## config.mk

```make
export PLATFORM = sky130hd
export DESIGN_NAME = fetch_unit
export DESIGN_NICKNAME = d
export VERILOG_FILES = /design/src/rtl/riscv_consts_pkg.sv /design/src/rtl/fetch_queue.sv /design/src/rtl/fetch_queue_chk.sv /design/src/rtl/fetch_unit.sv
export SDC_FILE = /design/constraint.sdc
export NUM_CORES = 1
export LEC_CHECK = 0
export CAP_MARGIN = 20
export CORE_UTILIZATION = 57
export DETAILED_ROUTE_END_ITERATION = 7
export PLACE_DENSITY = 0.79
export SYNTH_ARGS = -nofsm -noshare
export SYNTH_HDL_FRONTEND = slang
export SYNTH_SLANG_ARGS = --single-unit
```

## constraint.sdc

```tcl
create_clock -name clk -period 3.7 [get_ports clk]
set_input_delay 0.555 -clock clk [delete_from_list [all_inputs] [get_ports clk]]
set_output_delay 0.555 -clock clk [all_outputs]
set_load 0.005 [all_outputs]
```

## src/rtl/riscv_consts_pkg.sv

```systemverilog
// Shared Riscv151 constants and the {pc, instruction} record carried by the fetch front end.
package riscv_consts;

  localparam int XLEN = 32;
  localparam logic [XLEN-1:0] RESET_PC_DEFAULT = 32'h4000_0000;
  localparam logic [XLEN-1:0] INST_NOP = 32'h0000_0013;

  typedef struct packed {
    logic [XLEN-1:0] pc;
    logic [XLEN-1:0] inst;
  } fetch_entry_t;

  // Instruction addresses are word aligned; the low two bits carry no meaning.
  function automatic logic [XLEN-1:0] align_word(input logic [XLEN-1:0] addr);
    return {addr[XLEN-1:2], 2'b00};
  endfunction

endpackage

```

## src/rtl/fetch_queue.sv

```systemverilog
// Synchronous FIFO of fetched {pc, inst} entries with flush and a registered head.
import riscv_consts::*;

module fetch_queue #(
  parameter int DEPTH = 4
) (
  input  logic                     clk,
  input  logic                     rst,
  input  logic                     i_push,
  input  fetch_entry_t             i_wdata,
  input  logic                     i_pop,
  input  logic                     i_flush,
  output fetch_entry_t             o_head,
  output logic                     o_valid,
  output logic [$clog2(DEPTH):0]   o_count
);

  localparam int AW = $clog2(DEPTH);

  fetch_entry_t r_mem [DEPTH];
  fetch_entry_t r_head;
  fetch_entry_t w_head_nxt;
  logic [AW:0]  r_rd;
  logic [AW:0]  r_wr;
  logic [AW:0]  r_count;
  logic [AW:0]  w_rd_nxt;
  logic [AW:0]  w_wr_nxt;
  logic [AW:0]  w_count_nxt;
  logic         w_full;
  logic         w_push;
  logic         w_pop;

  // Next pointers/count, and the entry that will sit at the head after this edge.
  always_comb begin
    w_full      = (r_count == (AW+1)'(DEPTH));
    w_push      = i_push && !w_full;
    w_pop       = i_pop && (r_count != '0);
    w_rd_nxt    = r_rd;
    w_wr_nxt    = r_wr;
    w_count_nxt = r_count;
    w_head_nxt  = '0;
    if (i_flush) begin
      w_rd_nxt    = '0;
      w_wr_nxt    = '0;
      w_count_nxt = '0;
      w_head_nxt  = '0;
    end else begin
      w_rd_nxt    = r_rd + (AW+1)'(w_pop);
      w_wr_nxt    = r_wr + (AW+1)'(w_push);
      w_count_nxt = r_count + (AW+1)'(w_push) - (AW+1)'(w_pop);
      // A push into an (effectively) empty queue bypasses storage to the head.
      if (w_count_nxt == '0) begin
        w_head_nxt = '0;
      end else if (w_push && (w_rd_nxt == r_wr)) begin
        w_head_nxt = i_wdata;
      end else begin
        w_head_nxt = r_mem[w_rd_nxt[AW-1:0]];
      end
    end
  end

  always_ff @(posedge clk) begin
    if (rst) begin
      for (int i = 0; i < DEPTH; i++) begin
        r_mem[i] <= '0;
      end
    end else if (w_push && !i_flush) begin
      r_mem[r_wr[AW-1:0]] <= i_wdata;
    end
  end

  always_ff @(posedge clk) begin
    if (rst) begin
      r_rd    <= '0;
      r_wr    <= '0;
      r_count <= '0;
      r_head  <= '0;
    end else begin
      r_rd    <= w_rd_nxt;
      r_wr    <= w_wr_nxt;
      r_count <= w_count_nxt;
      r_head  <= w_head_nxt;
    end
  end

  assign o_head  = r_head;
  assign o_valid = (r_count != '0);
  assign o_count = r_count;

  fetch_queue_chk u_chk (
    .clk     (clk),
    .rst     (rst),
    .i_push  (i_push),
    .i_full  (w_full),
    .i_flush (i_flush)
  );

endmodule

```

## src/rtl/fetch_queue_chk.sv

```systemverilog
// Protocol checker for fetch_queue: a push must never land on a full queue.
module fetch_queue_chk (
  input logic clk,
  input logic rst,
  input logic i_push,
  input logic i_full,
  input logic i_flush
);

  a_no_push_on_full: assert property (@(posedge clk) disable iff (rst)
    !(i_push && i_full && !i_flush));

endmodule

```

## src/rtl/fetch_unit.sv

```systemverilog
// Instruction-fetch front end: owns the PC, issues credit-limited IMEM reads,
// queues returned words and handles EX redirects with flush of queued/in-flight fetches.
import riscv_consts::*;

module fetch_unit #(
  parameter logic [31:0] RESET_PC    = RESET_PC_DEFAULT,
  parameter int          QUEUE_DEPTH = 4,
  parameter int          ADDR_BITS   = 12
) (
  input  logic                           clk,
  input  logic                           rst,
  output logic                           imem_en,
  output logic [ADDR_BITS-1:0]           imem_addr,
  input  logic [31:0]                    imem_rdata,
  input  logic                           redirect_valid,
  input  logic [31:0]                    redirect_pc,
  output logic                           inst_valid,
  input  logic                           inst_ready,
  output logic [31:0]                    inst_data,
  output logic [31:0]                    inst_pc,
  output logic [$clog2(QUEUE_DEPTH):0]   queue_count
);

  localparam int CW = $clog2(QUEUE_DEPTH) + 1;

  logic [31:0]   r_pc;
  logic          r_inflight;
  logic [31:0]   r_inflight_pc;
  logic [CW:0]   w_used;
  logic          w_issue;
  logic          w_push;
  logic          w_pop;
  logic [CW-1:0] w_count;
  fetch_entry_t  w_wdata;
  fetch_entry_t  w_head;

  // Credit counts the in-flight word as occupied; a same-cycle pop frees nothing.
  always_comb begin
    w_used  = (CW+1)'(w_count) + (CW+1)'(r_inflight);
    w_issue = !rst && !redirect_valid && (w_used < (CW+1)'(QUEUE_DEPTH));
    w_push  = r_inflight && !redirect_valid;
    w_pop   = inst_valid && inst_ready;
    w_wdata = '{pc: r_inflight_pc, inst: imem_rdata};
  end

  always_ff @(posedge clk) begin
    if (rst) begin
      r_pc          <= RESET_PC;
      r_inflight    <= 1'b0;
      r_inflight_pc <= 32'h0000_0000;
    end else if (redirect_valid) begin
      r_pc       <= align_word(redirect_pc);
      r_inflight <= 1'b0;
    end else begin
      r_inflight <= w_issue;
      if (w_issue) begin
        r_inflight_pc <= r_pc;
        r_pc          <= r_pc + 32'd4;
      end
    end
  end

  fetch_queue #(
    .DEPTH (QUEUE_DEPTH)
  ) u_queue (
    .clk     (clk),
    .rst     (rst),
    .i_push  (w_push),
    .i_wdata (w_wdata),
    .i_pop   (w_pop),
    .i_flush (redirect_valid),
    .o_head  (w_head),
    .o_valid (inst_valid),
    .o_count (w_count)
  );

  assign imem_en     = w_issue;
  assign imem_addr   = r_pc[ADDR_BITS+1:2];
  assign inst_data   = w_head.inst;
  assign inst_pc     = w_head.pc;
  assign queue_count = w_count;

endmodule

```

==> flow_summary.ini, run 1 <==
[setup_path]
critPathRequiredTime_ns = 3.14
startpoint = u_queue.o_count[1]$_SDFF_PP0_
crit_chain = ha_1 -> o211a_1 -> o22ai_2 -> buf_4 -> nand2_1 -> inv_1 -> clkdlybuf4s50_1
critPathMaxStageDelay_ns = 0.51
rr_endpoint = u_queue.o_head[49]$_SDFF_PP0_
reg2reg_from = u_queue.o_count[2]$_SDFF_PP0_
end_kind = output port
regToRegSetupSlack_ns = 0.74
worstSetupPathType = flop to output port
worstRegToRegCells = 9
cp_slowest_cell = clkdlybuf4s50_1
crit_path_start_kind = flop
crit_arrival_ns = 2.54
critPathMaxFanout = 16

[floorplanning]
initial_core_util_pct = 58.12
num_rows = 61
die_h_um = 170.5
chipWidth_um = 170.5
fp.coreArea_um2 = 27860
die_area_um2 = 29080
ios = 149

[timing]
finalCriticalPeriod_ns = 3.099
layout_setup_ws_ns = 0.6014
slew_headroom_pct = 33.91
setup_viol = 0
worstMarginPinSlew_ns = 0.9913
slew_viol_final = 0
setup_tns_ns = 0
grt_setup_unrepaired = no
hold_viol_final = 0
fmax_mhz = 322.7
fin_crit_sh_pct = 83.75
hold_slack_ns = 0.4937
skew_ns = 0.01423

[power_and_ir_drop]
power_switching_w = 0.002004
ir_drop_mv = 0.3566
power_frac_clock_pct = 41.4
combPwrFrac_pct = 7.3
p_per_area_nw_per_um2 = 479.8
p_leak_nw = 7.381
switching_share_pct = 21.63
p_int_w = 0.007261
seq_power_share_pct = 51.3

[detailed_routing]
viasPerCell = 5.800
drc_errors = 0
first_iter_violations = 1030
routed_wl_um = 36220
ant_nets = 0
detail_route.wl_per_cell_um = 20.72
vias = 10139
dr.pass1.iters = 5

[synthesis]
synthCells = 1216
syn-cell-area_um2 = 16190
synth_edf_count = 248
async_flop_share_pct = 0
synth-seq-area-share_pct = 62.31
synth_warnings = 0
ys_types = 55
synth_largest_area_cell = edfxtp_1
ys_top_cells_by_count = 255 x and2_1, 248 x edfxtp_1, 132 x dfxtp_1
ys.flop_type = edfxtp_1
ys_seq_elements = 380
synth.top_cell.area_share_pct = 45.99
yosysMostFrequentCell = and2_1
ys_top_cells_by_area = edfxtp_1 46%, dfxtp_1 16%, and2_1 9.9%
syn_avg_cell_area_um2 = 13.32

[clock_tree]
clk_pin_slew_ns = 0.06
h-tree-depth = 2
cts_root_buf = clkbuf_16
clock_latency_ns = 0.53
tritoncts = done
numCtsBuffers = 39
clk_path_buf_depth = 3
cts_sinks = 380
hold_buffers = 0
cts_setup_buffers = 0
ctsResizeCount = 0

[grt]
grtUsageTotal_pct = 25.82
grt_pass1_wl_um = 56600
antenna_found_initial = 0
grt-ovfl-total = 0
grt_pass1_vias = 10198
grt_max_degree = 64

[placement]
post-dp-hpwl_um = 21240
place_inst = 1679
gp_congestion = 0.8190
placed_area_um2 = 18060
port_buffers = 144
dp_slack_ns = 0.5160

[worst_hold_path]
hp-class = flop to flop
holdPathEnd = r_inflight_pc[14]$_SDFFE_PP0P_
worstHoldPathCells = 2
hp-start = r_pc[14]$_SDFFE_PP0P_

[cells_and_area]
fin_nets = 1417
area_growth_pct = 19.26
instances_no_fill = 1748
finalInstanceArea_um2 = 19310
antennaDiodeCount = 0
drive_gt1_share_pct = 11.97

[outcome]
status = complete, no violations

[flow_run]
cap_violations = 0
## sequential cells by signal (all words and copies together), names as in the netlist
register and cells:
r_pc 30, r_inflight 1, u_queue.o_head 62, r_inflight_pc 30, u_queue.r_mem 248, u_queue.r_rd 3, u_queue.o_count 3, u_queue.r_wr 3
## per-layer routing
metal  share of wire (%)  GRT usage (%)  up-vias
met1                  39          33.18     5043
met3                 7.6          4.626       62
met2                  51          44.86      433
li1                    -              -     4601
met4                 2.0          7.442        0
met5                   0              0        -
## worst max-delay path, delay by kind of cell (launching register included)
kind	cells	cell delay (ns)
AOI/OAI and AO/OA	2	0.38
DFF	1	0.41
and+or+nand+nor	1	0.10
adders and majority gates	1	0.29
buffers and inverters	3	0.85
## cell usage in the layout, fill, tap and decap left out, types with 3 or more instances in the layout
cell type / Yosys / final
clkbuf_8: 0 / 9
nand2_1: 80 / 79
and2_1: 255 / 255
dfxtp_1: 132 / 132
o211ai_1: 3 / 3
mux4_2: 60 / 60
and3_1: 13 / 12
nor2_1: 88 / 88
o311ai_0: 4 / 4
edfxtp_1: 248 / 248
o22ai_1: 5 / 5
or3_1: 4 / 4
a31oi_1: 6 / 6
a211oi_1: 12 / 12
buf_4: 18 / 22
ha_1: 6 / 5
xnor2_1: 9 / 9
clkdlybuf4s50_1: 0 / 143
nand4_1: 18 / 18
a21oi_1: 41 / 41
or4_1: 4 / 4
xor2_1: 15 / 15
clkbuf_1: 62 / 8
mux2i_1: 64 / 64
clkinv_1: 0 / 6
nand3_1: 9 / 9
buf_12: 0 / 10
clkbuf_16: 0 / 39
inv_1: 10 / 10
## area by class of cell
cell class | instances | area, um2
Sequential cell | 380 | 10090
Fill cell | 1907 | 8547
Multi-Input combinational cell | 734 | 5657
Timing Repair Buffer | 176 | 1802
Clock buffer | 56 | 1130
Tap cell | 378 | 473.0
Clock inverter | 13 | 118.9
Inverter | 11 | 41.29
## logic make-up after synthesis
| group | after synthesis | synth area share, % |
|---|---|---|
| xor+xnor | 26 | 1.607 |
| other cells | 1 | 0.02316 |
| flops | 380 | 62.31 |
| fa+ha+maj | 7 | 0.5873 |
| simple gates | 488 | 16.29 |
| compound gates | 85 | 3.431 |
| mux | 126 | 12.63 |
| buf+inv | 103 | 3.122 |
## power by group through the flow
stage          logic [W]  registers (W)  clock network, W
5_1_grt         0.000725        0.00477           0.00404
2_1_floorplan   0.000386        0.00482                 0
3_5_place_dp    0.000674        0.00484                 0
3_3_place_gp    0.000664        0.00483                 0
6_report        0.000675        0.00475           0.00384
4_1_cts         0.000680        0.00475           0.00389
## how the worst max path moves through the flow
| stage | depth (start not counted) | end |
|---|---|---|
| finish | 7 | imem_en |
| global route | 7 | imem_en |
| CTS | 7 | imem_en |
| detailed placement | 9 | u_queue.o_head[24]$_SDFF_PP0_ |
| global placement | 9 | u_queue.o_head[24]$_SDFF_PP0_ |
| floorplan | 5 | u_queue.r_mem[0][0]$_SDFFCE_PN0P_ |
## per-stage QoR
step | power (W) | utilization [%]
after floorplan | 0.005202 | -
after global placement | 0.005495 | 64.84
after detailed placement | 0.005517 | 64.84
after CTS | 0.009320 | 69.32
after global routing | 0.009536 | 69.32
final | 0.009265 | 69.32
No activity file was read; power rests on OpenSTA's default activity.
==> run 2: changes to the inputs <==
==> constraint.sdc (replaced) <==
create_clock -name clk -period 2.95 [get_ports clk]
set_input_delay 0.4425 -clock clk [delete_from_list [all_inputs] [get_ports clk]]
set_output_delay 0.4425 -clock clk [all_outputs]
set_load 0.005 [all_outputs]
==> run 2 against run 1 <==
Against the previous run: clock power is 24% higher; worst hold slack worse by 0.027 ns; power is 25% higher; clock skew is 0.016 ns higher; cell count is 0.80% higher; register-to-register slack worse by 0.34 ns; critical path depth is 1 lower; combinational power is 31% higher; largest cell class unchanged.
==> flow_summary.ini, run 2 (synthesis results as in run 1) <==
[outcome]
status = complete, no violations

[power_and_ir_drop]
p_leak_nw = 7.474
ir_drop_mv = 0.3885
p_per_area_nw_per_um2 = 594.8

[setup_path]
worstSetupPathType = flop to output port
crit_path_start_kind = flop
critPathRequiredTime_ns = 2.51
cp_slowest_cell = clkdlybuf4s50_1
end_kind = output port
critPathMaxFanout = 8
crit_chain = ha_1 -> o211a_1 -> o22ai_2 -> nand2_1 -> inv_1 -> clkdlybuf4s50_1
critPathMaxStageDelay_ns = 0.52
crit_arrival_ns = 2.39

[grt]
use_met1_pct = 34.04
use_met2_pct = 44.35
grt_pass1_vias = 10380
top_usage_layer = met2
antenna_found_initial = 0
grt_pass1_wl_um = 56810
grt_max_degree = 64
grt-ovfl-total = 0
grt_use_met3_pct = 3.771
grtUsageTotal_pct = 25.84

[timing]
skew_ns = 0.03060
finalCriticalPeriod_ns = 2.835
slew_headroom_pct = 53.29
fin_crit_sh_pct = 96.10
hold_viol_final = 0
worstMarginPinSlew_ns = 0.7007
setup_tns_ns = 0
slew_viol_final = 0
fmax_mhz = 352.7
grt_setup_unrepaired = no
setup_viol = 0

[cells_and_area]
instances_no_fill = 1762
largest_register_ffs = 248
drive_gt1_share_pct = 12.79
antennaDiodeCount = 0
area_growth_pct = 20.43
finalInstanceArea_um2 = 19500
final_cell_mix = 255 x and2_1, 248 x edfxtp_1, 143 x clkdlybuf4s50_1, 132 x dfxtp_1, 88 x nor2_1
fin_nets = 1429
final_common_cell = and2_1
regMostFlops = u_queue.r_mem
utilization_pct = 70.00

[clock_tree]
h-tree-depth = 2
ctsResizeCount = 0
cts_setup_buffers = 0
hold_buffers = 0
numCtsBuffers = 39
clk_path_buf_depth = 3
clock_latency_ns = 0.53
tritoncts = done
cts_sinks = 380
cts_root_buf = clkbuf_16
clk_pin_slew_ns = 0.06

[detailed_routing]
drc_errors = 0
first_iter_violations = 993
dr.pass1.iters = 5
detail_route.wl_per_cell_um = 20.82
ant_nets = 0
viasPerCell = 5.791
routed_wl_um = 36690
vias = 10204

[placement]
place_inst = 1691
port_buffers = 144
post-dp-hpwl_um = 21640
gp_congestion = 0.8126
placed_area_um2 = 18250

[flow_run]
cap_violations = 0

[floorplanning]
die_area_um2 = 29080
ios = 149
initial_core_util_pct = 58.12
die_h_um = 170.5
chipWidth_um = 170.5
fp.coreArea_um2 = 27860
num_rows = 61

[worst_hold_path]
hp-class = input port to flop
run 2: worst paths after layout:
check | from | slack (ns) | to | depth (start not counted)
worst max-delay path | u_queue.o_count[1]$_SDFF_PP0_ | 0.11 | imem_en | 6
worst max register to register | u_queue.o_count[1]$_SDFF_PP0_ | 0.40 | u_queue.o_head[62]$_SDFF_PP0_ | 8
worst min register to register | r_pc[24]$_SDFFE_PP0P_ | 0.49 | r_inflight_pc[24]$_SDFFE_PP0P_ | 2
worst min-delay path | rst | 0.47 | r_inflight_pc[22]$_SDFFE_PP0P_ | 2
run 2: worst max-delay path: cells and delay by family (launching register included):
family,cells,cell delay [ns]
simple gates,1,0.11
compound gates,2,0.43
buf+inv,2,0.64
flops,1,0.41
fa+ha+maj,1,0.29
run 2: power by group:
part | switching (W) | internal (W)
Sequential | 0.000100 | 0.00586
Clock | 0.00196 | 0.00280
Combinational | 0.000444 | 0.000441
run 2: layout make-up:
cell class | count | area (um2)
Clock buffer | 62 | 1164
Multi-Input combinational cell | 734 | 5657
Clock inverter | 9 | 83.83
Inverter | 11 | 41.29
Timing Repair Buffer | 188 | 1992
Tap cell | 378 | 473.0
Sequential cell | 380 | 10090
Fill cell | 1878 | 8358
run 2: per-stage QoR:
stage / hold WS [ns] / power [W] / worst slack (ns)
6_report: 0.4663 / 0.01160 / 0.1150
5_1_grt: 0.4680 / 0.01195 / 0.01233
4_1_cts: 0.4353 / 0.01167 / 0.1107
3_5_place_dp: 0.4729 / 0.006953 / 0.08758
3_3_place_gp: 0.4648 / 0.006923 / 0.1525
2_1_floorplan: 0.4458 / 0.006525 / 0.3065
run 2: layer usage:
layer / share of wire [%] / vias up
met2: 51 / 437
li1: - / 4621
met5: 0 / -
met4: 2.2 / 0
met3: 6.8 / 65
met1: 40 / 5081
==> run 3: changes to the inputs <==
==> constraint.sdc (replaced) <==
create_clock -name clk -period 3.2 [get_ports clk]
set_input_delay 0.48 -clock clk [delete_from_list [all_inputs] [get_ports clk]]
set_output_delay 0.48 -clock clk [all_outputs]
set_load 0.005 [all_outputs]
==> run 3 against run 2 <==
Against the previous run: wire length grew 0.17%; final area hardly changed; via count barely moved; critical path type unchanged; highest routed layer unchanged.
==> flow_summary.ini, run 3 (synthesis results as in run 1) <==
[outcome]
status = complete, no violations

[cells_and_area]
antennaDiodeCount = 0
final_cell_mix = 255 x and2_1, 248 x edfxtp_1, 143 x clkdlybuf4s50_1, 132 x dfxtp_1, 88 x nor2_1
regMostFlops = u_queue.r_mem
final_common_cell = and2_1
seqCellArea_um2 = 10090
drive_gt1_share_pct = 12.36
utilization_pct = 69.96
finalInstanceArea_um2 = 19490
multi_input_area_um2 = 5657
area_growth_pct = 20.36
nFillCells = 1920
largest_register_ffs = 248
fin_nets = 1419

[detailed_routing]
routed_wl_um = 36750
detail_route.wl_per_cell_um = 20.97
vias = 10209
first_iter_violations = 860
dr.pass1.iters = 7
viasPerCell = 5.824
drc_errors = 0
ant_nets = 0

[timing]
setup_tns_ns = 0
finalCriticalPeriod_ns = 2.896
setup_viol = 0
fin_crit_sh_pct = 90.51
hold_viol_final = 0
fmax_mhz = 345.3
worstMarginPinSlew_ns = 0.7902
slew_headroom_pct = 46.88
grt_setup_unrepaired = no
skew_ns = 0.01405
slew_viol_final = 0

[setup_path]
worstSetupPathType = flop to output port
critPathMaxStageDelay_ns = 0.50
crit_chain = ha_1 -> o211a_1 -> o22ai_2 -> nand2_1 -> inv_1 -> clkdlybuf4s50_1
critPathRequiredTime_ns = 2.72
crit_arrival_ns = 2.42
path_delay_family = buffers and inverters
crit_path_start_kind = flop
end_kind = output port
worst-path-buf-inv = 2
cp_slowest_cell = clkdlybuf4s50_1
critPathMaxFanout = 8

[power_and_ir_drop]
p_leak_nw = 7.460
p_per_area_nw_per_um2 = 566.0
ir_drop_mv = 0.4774

[grt]
grtUsageTotal_pct = 26.18
grt_pass1_vias = 10444
grt_pass1_wl_um = 57590
grt_max_degree = 64
antenna_found_initial = 0
grt-ovfl-total = 0

[worst_hold_path]
hp-class = flop to flop

[floorplanning]
die_h_um = 170.5
initial_core_util_pct = 58.12
ios = 149
chipWidth_um = 170.5
num_rows = 61
fp.coreArea_um2 = 27860
die_area_um2 = 29080

[clock_tree]
h-tree-depth = 2
clk_path_buf_depth = 3
cts_sinks = 380
clk_pin_slew_ns = 0.06
hold_buffers = 0
cts_setup_buffers = 0
clock_latency_ns = 0.53
cts_root_buf = clkbuf_16
numCtsBuffers = 39
tritoncts = done
ctsResizeCount = 0

[placement]
gp_congestion = 0.8372
post-dp-hpwl_um = 21410
port_buffers = 144
placed_area_um2 = 18140

[flow_run]
cap_violations = 0
==> run 3: cell count changes in the layout (fill, tap and decap cells not counted) <==
| cell | delta |
|---|---|
| buf_12 | -3 |
| buf_4 | -7 |
| bufinv_16 | +5 |
| clkbuf_1 | -6 |
| clkbuf_8 | -4 |
| clkinv_1 | +4 |
| clkinv_2 | +1 |
| clkinv_4 | +1 |
==> run 3: layout make-up <==
class,count,area share [%]
clock inverters,20,1.348
well taps,378,2.427
clock buffers,52,5.573
multi-input cells,734,29.03
flip-flops and latches,380,51.77
repair buffers,178,9.643
inverters,11,0.2119
==> run 3: report_power, final <==
part	internal, W	switching, W	total (W)
clock network	0.00288	0.00186	0.00474
logic	0.000393	0.000402	0.000795
registers	0.00540	0.0000977	0.00550
==> run 3: worst paths after layout <==
kind	start	endpoint	slack (ns)	cells past startpoint
worst max-delay path	u_queue.o_count[1]$_SDFF_PP0_	imem_en	0.30	6
worst min-delay path	r_pc[24]$_SDFFE_PP0P_	r_inflight_pc[24]$_SDFFE_PP0P_	0.49	2
worst max register to register	u_queue.o_count[2]$_SDFF_PP0_	u_queue.o_head[5]$_SDFF_PP0_	0.45	10
worst min register to register	r_pc[24]$_SDFFE_PP0P_	r_inflight_pc[24]$_SDFFE_PP0P_	0.49	2
==> run 3: worst register-to-register path: stages (launching register included) <==
cell,delay [ns]
dfxtp_1,0.42
or3_1,0.46
and3_1,0.23
ha_4,0.16
xor2_1,0.25
xnor2_1,0.10
nand4_1,0.21
buf_12,0.31
buf_4,0.23
mux2i_1,0.22
nor2_1,0.06
==> run 3: metrics by stage <==
| stage | setup WS (ns) | hold slack [ns] | total power [W] | instances |
|---|---|---|---|---|
| floorplan | 0.5190 | 0.4458 | 0.006015 | 1217 |
| global placement | 0.3668 | 0.4628 | 0.006369 | 1681 |
| detailed placement | 0.2967 | 0.4748 | 0.006394 | 1681 |
| CTS | 0.2894 | 0.4836 | 0.01111 | 1753 |
| global route | 0.1888 | 0.5101 | 0.01135 | 1753 |
| finish | 0.3036 | 0.4909 | 0.01103 | 1753 |
==> run 3: per-layer routing <==
layer | track usage [%] | up-vias | wire length [um]
met3 | 3.771 | 85 | 2629
met5 | 0 | - | 0
met2 | 45.06 | 451 | 18400
li1 | - | 4606 | -
met1 | 34.04 | 5067 | 14690
met4 | 8.970 | 0 | 1042
